File: src/rtl/pc_sequencer.sv
// Program-counter sequencer for the single-cycle MIPS core: PC register, next-PC
// selection, boot/stall handling and a saturating redirect counter.
// Optional MIPS branch delay slot is enabled with `define PC_SEQ_DELAY_SLOT_EN.
module pc_sequencer #(
    parameter int          PC_WIDTH     = 32,
    parameter logic [31:0] RESET_VECTOR = 32'h0000_0000,
    parameter int          CNT_WIDTH    = 16
) (
    input  logic                 CLK,
    input  logic                 RST,
    input  logic                 Stall_IN,
    input  logic                 Branch_IN,
    input  logic                 Zero_IN,
    input  logic                 Jump_IN,
    input  logic [PC_WIDTH-1:0]  Imm_IN,
    input  logic [25:0]          Jidx_IN,
    output logic [PC_WIDTH-1:0]  PC_OUT,
    output logic [PC_WIDTH-1:0]  PC_Plus4_OUT,
    output logic                 Instr_Valid_OUT,
    output logic                 Redirect_OUT,
    output logic [CNT_WIDTH-1:0] Redirect_Cnt_OUT
);

    typedef enum logic [1:0] {BOOT, RUN, SLOT} state_t;

    localparam logic [PC_WIDTH-1:0] RESET_PC    = PC_WIDTH'(RESET_VECTOR);
    // Bits above 28 survive a jump; a 28-bit PC has no region bits at all.
    localparam logic [PC_WIDTH-1:0] REGION_MASK = {PC_WIDTH{1'b1}} << 28;

    state_t                state_q, state_next;
    logic [PC_WIDTH-1:0]   pc_q, pc_next;
    logic                  redirect_q, redirect_next;
    logic [CNT_WIDTH-1:0]  cnt_q;
    logic                  cnt_inc;

    logic [PC_WIDTH-1:0]   pc_plus4;
    logic [PC_WIDTH-1:0]   jump_target;
    logic [PC_WIDTH-1:0]   branch_target;
    logic [PC_WIDTH-1:0]   target;
    logic                  take;

`ifdef PC_SEQ_DELAY_SLOT_EN
    logic [PC_WIDTH-1:0]   pending_q, pending_next;
`endif

    always_comb begin
        pc_plus4      = pc_q + PC_WIDTH'(4);
        jump_target   = (pc_plus4 & REGION_MASK) | PC_WIDTH'({Jidx_IN, 2'b00});
        branch_target = pc_plus4 + (Imm_IN << 2);
        take          = Jump_IN | (Branch_IN & Zero_IN);
        target        = Jump_IN ? jump_target : branch_target;
    end

    always_comb begin
        state_next    = state_q;
        pc_next       = pc_q;
        redirect_next = 1'b0;
        cnt_inc       = 1'b0;
`ifdef PC_SEQ_DELAY_SLOT_EN
        pending_next  = pending_q;
`endif
        case (state_q)
            BOOT: state_next = RUN;
            RUN: begin
                if (!Stall_IN) begin
                    if (take) begin
`ifdef PC_SEQ_DELAY_SLOT_EN
                        // Fetch the delay-slot instruction first; the target waits.
                        pending_next = target;
                        pc_next      = pc_plus4;
                        state_next   = SLOT;
`else
                        pc_next       = target;
                        redirect_next = 1'b1;
                        cnt_inc       = 1'b1;
`endif
                    end else begin
                        pc_next = pc_plus4;
                    end
                end
            end
`ifdef PC_SEQ_DELAY_SLOT_EN
            SLOT: begin
                if (!Stall_IN) begin
                    pc_next       = pending_q;
                    redirect_next = 1'b1;
                    cnt_inc       = 1'b1;
                    state_next    = RUN;
                end
            end
`endif
            default: state_next = BOOT;
        endcase
    end

    always_ff @(posedge CLK or negedge RST) begin
        if (!RST) begin
            state_q    <= BOOT;
            pc_q       <= RESET_PC;
            redirect_q <= 1'b0;
            cnt_q      <= '0;
        end else begin
            state_q    <= state_next;
            pc_q       <= pc_next;
            redirect_q <= redirect_next;
            if (cnt_inc && (cnt_q != {CNT_WIDTH{1'b1}}))
                cnt_q <= cnt_q + 1'b1;
        end
    end

`ifdef PC_SEQ_DELAY_SLOT_EN
    always_ff @(posedge CLK or negedge RST) begin
        if (!RST)
            pending_q <= '0;
        else
            pending_q <= pending_next;
    end
`endif

    assign PC_OUT           = pc_q;
    assign PC_Plus4_OUT     = pc_plus4;
    assign Instr_Valid_OUT  = (state_q != BOOT);
    assign Redirect_OUT     = redirect_q;
    assign Redirect_Cnt_OUT = cnt_q;

endmodule

File: config.mk
export PLATFORM = sky130hd
export DESIGN_NAME = pc_sequencer
export DESIGN_NICKNAME = d
export VERILOG_FILES = /design/src/rtl/pc_sequencer.sv
export SDC_FILE = /design/constraint.sdc
export NUM_CORES = 1
export LEC_CHECK = 0
export CORE_MARGIN = 5
export CORE_UTILIZATION = 51
export CTS_CLUSTER_DIAMETER = 120
export CTS_CLUSTER_SIZE = 10
export DETAILED_ROUTE_END_ITERATION = 10
export HOLD_SLACK_MARGIN = 0.08
export PLACE_DENSITY = 0.89
export SETUP_SLACK_MARGIN = 0.1
export SYNTH_ARGS = -nofsm -noshare
export SYNTH_HDL_FRONTEND = slang
export SYNTH_SLANG_ARGS = --single-unit
export TNS_END_PERCENT = 1
File: constraint.sdc
create_clock -name CLK -period 6.3 [get_ports CLK]
set_input_delay 1.26 -clock CLK [delete_from_list [all_inputs] [get_ports CLK]]
set_output_delay 1.26 -clock CLK [all_outputs]
set_load 0.05 [all_outputs]
# ---- Word-level counts from Yosys, hierarchy flattened
# Cells that the tools add are included.
dict set report totals {
  ff_bits 51
  in_bits 64
  output_inout_bits 82
}
dict set report classes {
  add_sub_neg 3
  n_eq_ne 2
  n_mux 6
  bitwise_logic 4
  n_reduce_logical 4
}
# operator n
set op_table {}
lappend op_table {{32-bit 2-to-1 mux} 2}
lappend op_table {{32-bit by 3-bit adder with 32-bit output (second input constant)} 1}
lappend op_table {{32-bit adder} 1}
lappend op_table {{32-bit by 28-bit OR with 32-bit output} 1}
lappend op_table {{16-bit by 1-bit adder with 16-bit output (second input constant)} 1}
lappend op_table {{16-bit inequality test (second input constant)} 1}
lappend op_table {{2-bit one-hot mux with 2 select lines} 1}
lappend op_table {{1-bit 2-to-1 mux} 3}
lappend op_table {{2-bit by 1-bit equality test with 1-bit output (second input constant)} 1}
lappend op_table {{2-bit zero test} 1}
lappend op_table {{2-bit AND reduction} 1}
lappend op_table {{2-bit nonzero test} 1}
lappend op_table {{1-bit bitwise AND} 1}
lappend op_table {{1-bit logical AND} 1}
lappend op_table {{1-bit inverter} 1}
lappend op_table {{1-bit OR} 1}

# ---- Longest topological paths before layout
# Gate-level depths: netlist of the first run.
dict set report logic_depth {
  depth_word 6
  mapped_depth 17
}

# ---- Worst setup path after synthesis of the first run
# OpenSTA, ideal clock, no wires.
dict set report synth_path {
  path_type {reg-to-reg}
  startpoint {register pc_q[11], in the netlist PC_OUT[11]}
  endpoint {register pc_q[31], in the netlist PC_OUT[31]}
  setup_time_ps 92
  arrival_time_ps 4724
  setup_slack_ps 1485
  path_stages_with_launch 18
  path_buffers 1
  period_less_slack_ps 4815
  path_cell_list {dfrtp_1 and4_1 and3_1 nand3_1 nor3_1 nand2_1 xnor2_1 ha_1 buf_2 nand4_1 inv_1 a221oi_1 or2_2 a31oi_2 a221o_1 xor2_1 and3_1 o31ai_2}
}
dict set report synth_via {
  elab_chain_cells 4
  elab_cells_between_ends 5
  cone_classes {2 x add/sub; 2 x mux; 1 x bitwise}
}
# item line
set synth_rtl {}
lappend synth_rtl {{from (decl)} 31} ;# logic [PC_WIDTH-1:0] pc_q, pc_next;
lappend synth_rtl {{from (signal assigned)} 104} ;# pc_q <= pc_next;
lappend synth_rtl {{32-bit by 3-bit adder with 32-bit output} 47} ;# pc_plus4 = pc_q + PC_WIDTH'(4);
lappend synth_rtl {{net PC_Plus4_OUT[20]} 18} ;# output logic [PC_WIDTH-1:0] PC_Plus4_OUT,
lappend synth_rtl {{32-bit adder} 49} ;# branch_target = pc_plus4 + (Imm_IN << 2);
lappend synth_rtl {{32-bit 2-to-1 mux} 51} ;# target = Jump_IN ? jump_target : branch_target;
lappend synth_rtl {{32-bit 2-to-1 mux} 66} ;# if (take) begin
# The timed path passes the listed nets, and every way through them passes these cells.
# A chain may end at the register's enable or synchronous reset.

# ---- Final worst setup path of the first run
dict set report layout_path {
  startpoint {register pc_q[2], in the netlist PC_OUT[2]}
  endpoint {output PC_Plus4_OUT[21]}
}
dict set report layout_via {
  elab_chain_cells 1
}
# item line
set layout_rtl {}
lappend layout_rtl {{32-bit by 3-bit adder with 32-bit output} 47}
lappend layout_rtl {{to (decl)} 18}
# No other way between the ends.

==> results.md, run 1 <==
- Detailed Place HPWL: about 11 mm
- Worst Max-Slew Pin Slew: between 1 and 1.5 ns
- Buffers on Ports: about 140
- Fmax: ~0.22 GHz
- # DRC: 0
- Worst-Skew Late Latency: ~0.30 ns
- PwrDens: 342.5 nW/um2
- Global-route wire length before repair: between 20 and 25 mm
- CTS Root Cell: clkbuf_8
- TritonCTS clock tree: done
- Synthesized flop and latch total: between 40 and 50
- Remaining antenna violation count: 0
- EDFF count, synth: 0
- Drt first pass iters: 6
- Post-CTS resize count: 0
- # clock sinks: 48
- CP endpoint kind: output pin
- Post-Layout Cell Count: between 700 and 800
- Final Cycle Share: about three quarters
- Leakage power: ~2.5 nW
- CTS Buf Count: 5
- Drt total wl: between 10 and 15 mm
- Worst-path clk slew: 0.09 ns
- Width of the die: slightly above 100 um
- Core area: 8636 um2
- Max rail drop VDD: about 0.00031 V
- Slew Limit Fails: 0
- CP Launch Type: flop
- RSZ-0062 raised after global routing: false
- Post-CTS Setup Bufs: 0
- Critical Path Fanout Max: 8
- Kind of critical path: flop to output pin
- Cell count after placement: 764
- Clock Skews: 0.01266 ns
- # diodes: 0
- Final worst path period need: between 4 and 5 ns
- Mapped Area: 4466 um2
- Total congestion overflow: 0
- Worst Path Arrival: ~3.4 ns
- H-tree depth: 2
- Vias in the first global route: between 4,000 and 5,000
- Sequential-to-total area share from yosys stat: around 27%
- Synth Area in Compound Gates: between 20% and 30%
- Number of I/O pins: 146
- Synth Area in Simple Gates: 20.57%
- Avg Cell Area, Syn: a little over 8 um2
- DIE AREA: roughly 11,000 um2
- Fin. Hold Viols: 0
- Post-synth cell types: 65
- Initial Utilization: about half
- WP data required: ~5 ns
- Layout cell share with drive strength beyond 1: 5.422%
- Main synth FF type: dfrtp_1
- Multiplexer share of the synthesized area: 1.149%
- Per-cell routed wire length: 18.30 um
- Gp weighted congestion: 0.8714
- Chip Height: approximately 100 um
- Largest family of logic cells by synthesized area: compound AO/OA/AOI/OAI gates
- Finish-stage setup viols: 0
- Post-Synth XOR/XNOR Area: approximately an eighth
- Slew HR: about a quarter
- Max-cap viol count: 0
- Hold WS: 0.5113 ns
- Post-DR vias/cell: a little over 6
- Setup TNS: 0 ns
- Area grow syn2layout: 35.36%
- Synth warnings: 0
- Gr usage total: between 20% and 30%
- Via Count: 4,688
- Adder-Cell Fraction of Synth Area: roughly 11%
- Post-CTS Hold Buffers: 0
- Gate Count Post-Synth: roughly 540
- Initial antenna violation count: 0
- Layout Nets: 766
- Worst Hold Class: flop to flop
- Ys async rst share: 100.0%
- CTS Buffer Depth: 2
- Outcome: complete, no violations
- Largest net degree at the start of global routing: 49
- # rows: 34
- Initial DRC Count: about 360
-- power by group --
group | total (W) | switching, W | internal (W) | leakage [nW]
sequential | 0.000459 | 0.0000920 | 0.000367 | 0.598
clock | 0.000274 | 0.000114 | 0.000160 | 0.0687
combinational | 0.00134 | 0.000844 | 0.000492 | 1.88
-- critical path, stage by stage, from the launching register on --
cell and delay (ns):
dfrtp_1 0.50, and4_1 0.31, and4_1 0.36, and4_1 0.46
nand3_1 0.14, xnor2_1 0.40, clkdlybuf4s50_1 0.90
-- cells in the final DEF, fill, tap and decap left out, drive strengths merged, types with 5 or more instances in the layout --
master,instances
clkdlybuf4s50,138
nand2,61
dfrtp,48
a21oi,44
nor2,43
xnor2,39
ha,38
o21ai,31
nand3,29
xor2,22
a21o,20
a221oi,13
nand4,10
inv,10
and3,10
and4,8
a22oi,6
buf,6
a31oi,6
nor3,5
a222oi,5
conb,5
clkbuf,5
a211oi,5
nor2b,5
-- logic make-up after synthesis --
kind of cell | Yosys count
simple gates | 188
compound gates | 157
xor+xnor | 61
flops | 48
fa+ha+maj | 39
buf+inv | 37
mux | 5
other cells | 2
-- registers in the layout (all words and copies together) (netlist names) --
register	flops
PC_OUT	30
Redirect_Cnt_OUT	16
Redirect_OUT	1
state_q	1
-- cell type report --
cell class / count / area, um2
clock buffers: 5 / 68.82
clock inverters: 3 / 68.82
fillers: 675 / 2591
inverters: 9 / 33.78
multi-input cells: 455 / 3113
flip-flops and latches: 48 / 1201
well taps: 108 / 135.1
repair buffers: 144 / 1424
-- stage by stage --
stage | setup slack (ns) | cell area, um2 | util [%] | total power [W]
final | 1.677 | 6045 | 69.99 | 0.002070
after global routing | 1.568 | 6045 | 69.99 | 0.002178
after CTS | 1.680 | 6045 | 69.99 | 0.002067
after detailed placement | 1.746 | 5907 | 68.40 | 0.001784
after global placement | 1.779 | 5907 | 68.40 | 0.001750
after floorplan | 1.485 | 4477 | - | 0.001377
-- routing by layer --
| metal | vias up | wire (um) | share of wire [%] | global-route usage, % |
|---|---|---|---|---|
| li1 | 2213 | - | - | - |
| met1 | 2239 | 5907 | 42 | 31.10 |
| met2 | 208 | 7072 | 50 | 44.26 |
| met3 | 28 | 848 | 6.0 | 3.545 |
| met4 | 0 | 300 | 2.1 | 7.498 |
| met5 | - | 0 | 0 | 0 |
-- final timing paths --
kind	from	to	slack (ns)	depth (start not counted)
max in group asynchronous	RST	PC_OUT[3]	4.43	1
worst max register to register	PC_OUT[2]	PC_OUT[28]	1.94	15
min in group asynchronous	RST	PC_OUT[24]	1.17	1
worst max-delay path	PC_OUT[2]	PC_Plus4_OUT[21]	1.68	6
worst min register to register	Redirect_Cnt_OUT[14]	Redirect_Cnt_OUT[14]	0.51	1
worst min-delay path	Redirect_Cnt_OUT[14]	Redirect_Cnt_OUT[14]	0.51	1
-- synth_stat cells, types with 10 or more instances --
library cell	count	area, um2
nand2_1	61	229.0
dfrtp_1	48	1201
nor2_1	43	161.4
a21oi_1	42	210.2
ha_1	38	475.5
xnor2_1	38	332.8
nand3_1	29	145.1
o21ai_0	27	135.1
xor2_1	22	192.7
a21o_1	19	142.6
clkbuf_1	16	60.06
a221oi_1	12	105.1
nand4_1	10	62.56
Power figures use the tool's default switching activity.
==> run 2, diff against run 1 <==
- CORE_UTILIZATION: 51 -> 43
- PLACE_DENSITY: 0.89 -> 0.81
- clock period: 6.3 -> 4 ns (I/O delays scaled with it)
==> run 2 against run 1 <==
Against the previous run:
- via count increased by 0.32%
- utilization down 4.8 points
- critical endpoint is now PC_OUT[31]
- combinational power is 67% higher
- critical path depth increased by 10
==> results.md, run 2 (synthesis results as in run 1) <==
- Kind of critical path: flop to flop
- H-tree depth: 2 (unchanged)
- Layout Nets: 790 (+3.1%)
- R2r endpoint: PC_OUT[31]
- Most frequent cells in the layout: clkdlybuf4s50_1, nand2_1, a21oi_1
- Slew HR: 48.96% (+24 points)
- Via Count: 4,703 (+0.32%)
- Gr usage total: 23.02% (-1.9 points)
- Leakage power: 2.802 nW (+10%)
- Worst Max-Slew Pin Slew: 0.7463 ns (-0.3827 ns)
- Finish-stage setup viols: 0 (unchanged)
- WP data required: 4.24 ns (-0.80 ns)
- Reg-to-Reg Start: PC_OUT[11]
- Layout cell share with drive strength beyond 1: 17.30% (+12 points)
- Detailed Place HPWL: 11.26 mm (+4.6%)
- Width of the die: 111.9 um (+8.0%)
- Hold Path Cell Cnt: 1 (unchanged)
- Critical Path Fanout Max: 5 (-3)
- Post-DR vias/cell: 5.708 (-6.0%)
- Post-Layout Cell Count: 824 (+6.7%)
- TritonCTS clock tree: done
- Fin. Hold Viols: 0 (unchanged)
- Worst-path clk slew: 0.11 ns (+0.02 ns)
- Number of I/O pins: 146 (unchanged)
- # rows: 37 (+8.8%)
- Drt total wl: 14.87 mm (+5.3%)
- Initial antenna violation count: 0 (unchanged)
- Worst Path Arrival: 4.04 ns (+0.68 ns)
- Area grow syn2layout: 49.40%
- Most common cell after layout, fill and taps aside: clkdlybuf4s50_1
- Slowest-stage cell, CP: dfrtp_2
- Worst Hold Class: flop to flop
- Largest net degree at the start of global routing: 40 (-18%)
- DIE AREA: 12,520 um2 (+17%)
- Hold path start: Redirect_Cnt_OUT[6]
- Worst Reg2Reg Path Length in Cells: 16 (+1)
- Core area: 10,230 um2 (+18%)
- Gp weighted congestion: 0.9494 (+9.0%)
- CTS Buffer Depth: 2 (unchanged)
- CTS Buf Count: 5 (unchanged)
- CP Launch Type: flop
- PwrDens: 505.4 nW/um2 (+48%)
- Initial DRC Count: 308 (-15%)
- Hold EP: Redirect_Cnt_OUT[6]
- Slew Limit Fails: 0 (unchanged)
- Clock Skews: 0.01139 ns (-0.001265 ns)
- Total congestion overflow: 0 (unchanged)
- Cell count after placement: 806 (+5.5%)
- Per-cell routed wire length: 18.05 um (-1.4%)
- Remaining antenna violation count: 0 (unchanged)
- Worst-Skew Late Latency: 0.32 ns (+0.02 ns)
- Buffers on Ports: 139 (unchanged)
- Global-route wire length before repair: 23.94 mm (+5.5%)
- CP peak stage delay: 0.41 ns (-0.49 ns)
- # diodes: 0 (unchanged)
- Chip Height: 111.9 um (+8.0%)
- Final Cycle Share: 94.96%
- Final Cell Area: 6671 um2 (+10%)
- Fmax: between 0.2 and 0.3 GHz
- Final worst path period need: about 3.8 ns
- Vias in the first global route: 4,743 (+1.1%)
- Max rail drop VDD: 0.0006137 V (+99%)
- Drt first pass iters: 5 (-1)
- Max-cap viol count: 0 (unchanged)
- R2R setup slack: 0.20 ns (-1.74 ns)
- Crit-path cells: and4_1, and3_4, nand3_1, nor3_4, nand2_2, xnor2_4, ha_1, nand4_1, inv_1, a221oi_2, or2_4, a31oi_2, a221o_1, xor2_1, and3_1, o31ai_2
- RSZ-0062 raised after global routing: true
- Setup TNS: 0 ns (unchanged)
- Outcome: complete, no violations
- Area after DPL: 6424 um2 (+8.7%)
- Max FFs per register: 30 (unchanged)
- Post-CTS Hold Buffers: 0 (unchanged)
- CTS Root Cell: clkbuf_8
- CP endpoint kind: flop
- # clock sinks: 48 (unchanged)
- Initial Utilization: 43.65% (-8.1 points)
- # DRC: 0 (unchanged)
- Number of fill cells in the layout: 847 (+25%)
## run 2: critical path, delay by kind of cell (launching register included)
| family | cells | cell delay, ns |
|---|---|---|
| buffers and inverters | 1 | 0.07 |
| DFF | 1 | 0.41 |
| AOI/OAI and AO/OA | 4 | 0.91 |
| and+or+nand+nor | 8 | 1.66 |
| xor gates and xnor gates | 2 | 0.39 |
| adders and majority gates | 1 | 0.29 |
## run 2: cell type report
type	instances	area, um2	area share [%]
Timing Repair Buffer	168	1597	23.93
Tap cell	136	170.2	2.551
Clock inverter	3	47.55	0.7127
Inverter	9	33.78	0.5064
Sequential cell	48	1220	18.29
Multi-Input combinational cell	455	3535	52.98
Clock buffer	5	68.82	1.032
## run 2: stage by stage
stage                     util [%]  power (W)  hold slack (ns)  worst slack (ns)
final                        65.21   0.003372           0.5076            0.2016
after global routing         65.21   0.003551           0.5322           0.01344
after CTS                    63.92   0.003331           0.5101            0.1048
after detailed placement     62.79   0.002936           0.4905           0.04064
after global placement       62.79   0.002892           0.4911           0.07408
after floorplan                  -   0.002277           0.5044           0.06797
## run 2: report_power, final
| part | leakage [nW] | switching, W | internal, W | total, W |
|---|---|---|---|---|
| registers | 0.581 | 0.000159 | 0.000585 | 0.000744 |
| clock network | 0.0583 | 0.000197 | 0.000189 | 0.000386 |
| logic | 2.16 | 0.00136 | 0.000878 | 0.00224 |
## run 2: layer usage
layer / global-route usage (%) / wire, um / up-vias
met5: 0 / 0 / -
met4: 5.596 / 178 / 0
met3: 4.620 / 1068 / 18
met2: 37.73 / 7009 / 204
met1: 31.24 / 6615 / 2220
li1: - / - / 2261
## run 2: what timing repair did
item | in CTS | in global routing
resized for setup | 3 | 13
pin swaps | 0 | 7
endpoints found under the setup margin | 3 | 8
buffers inserted | 0 | 10
## run 2: worst max-delay path by stage
stage	startpoint	endpoint	slack, ns	cells past startpoint
after detailed placement	Imm_IN[0]	PC_OUT[30]	0.04	12
after floorplan	PC_OUT[14]	PC_OUT[31]	0.07	17
after global routing	PC_OUT[11]	PC_OUT[31]	0.01	16
final	PC_OUT[11]	PC_OUT[31]	0.20	16
after global placement	Imm_IN[0]	PC_OUT[30]	0.07	12
after CTS	PC_OUT[2]	PC_OUT[31]	0.10	15
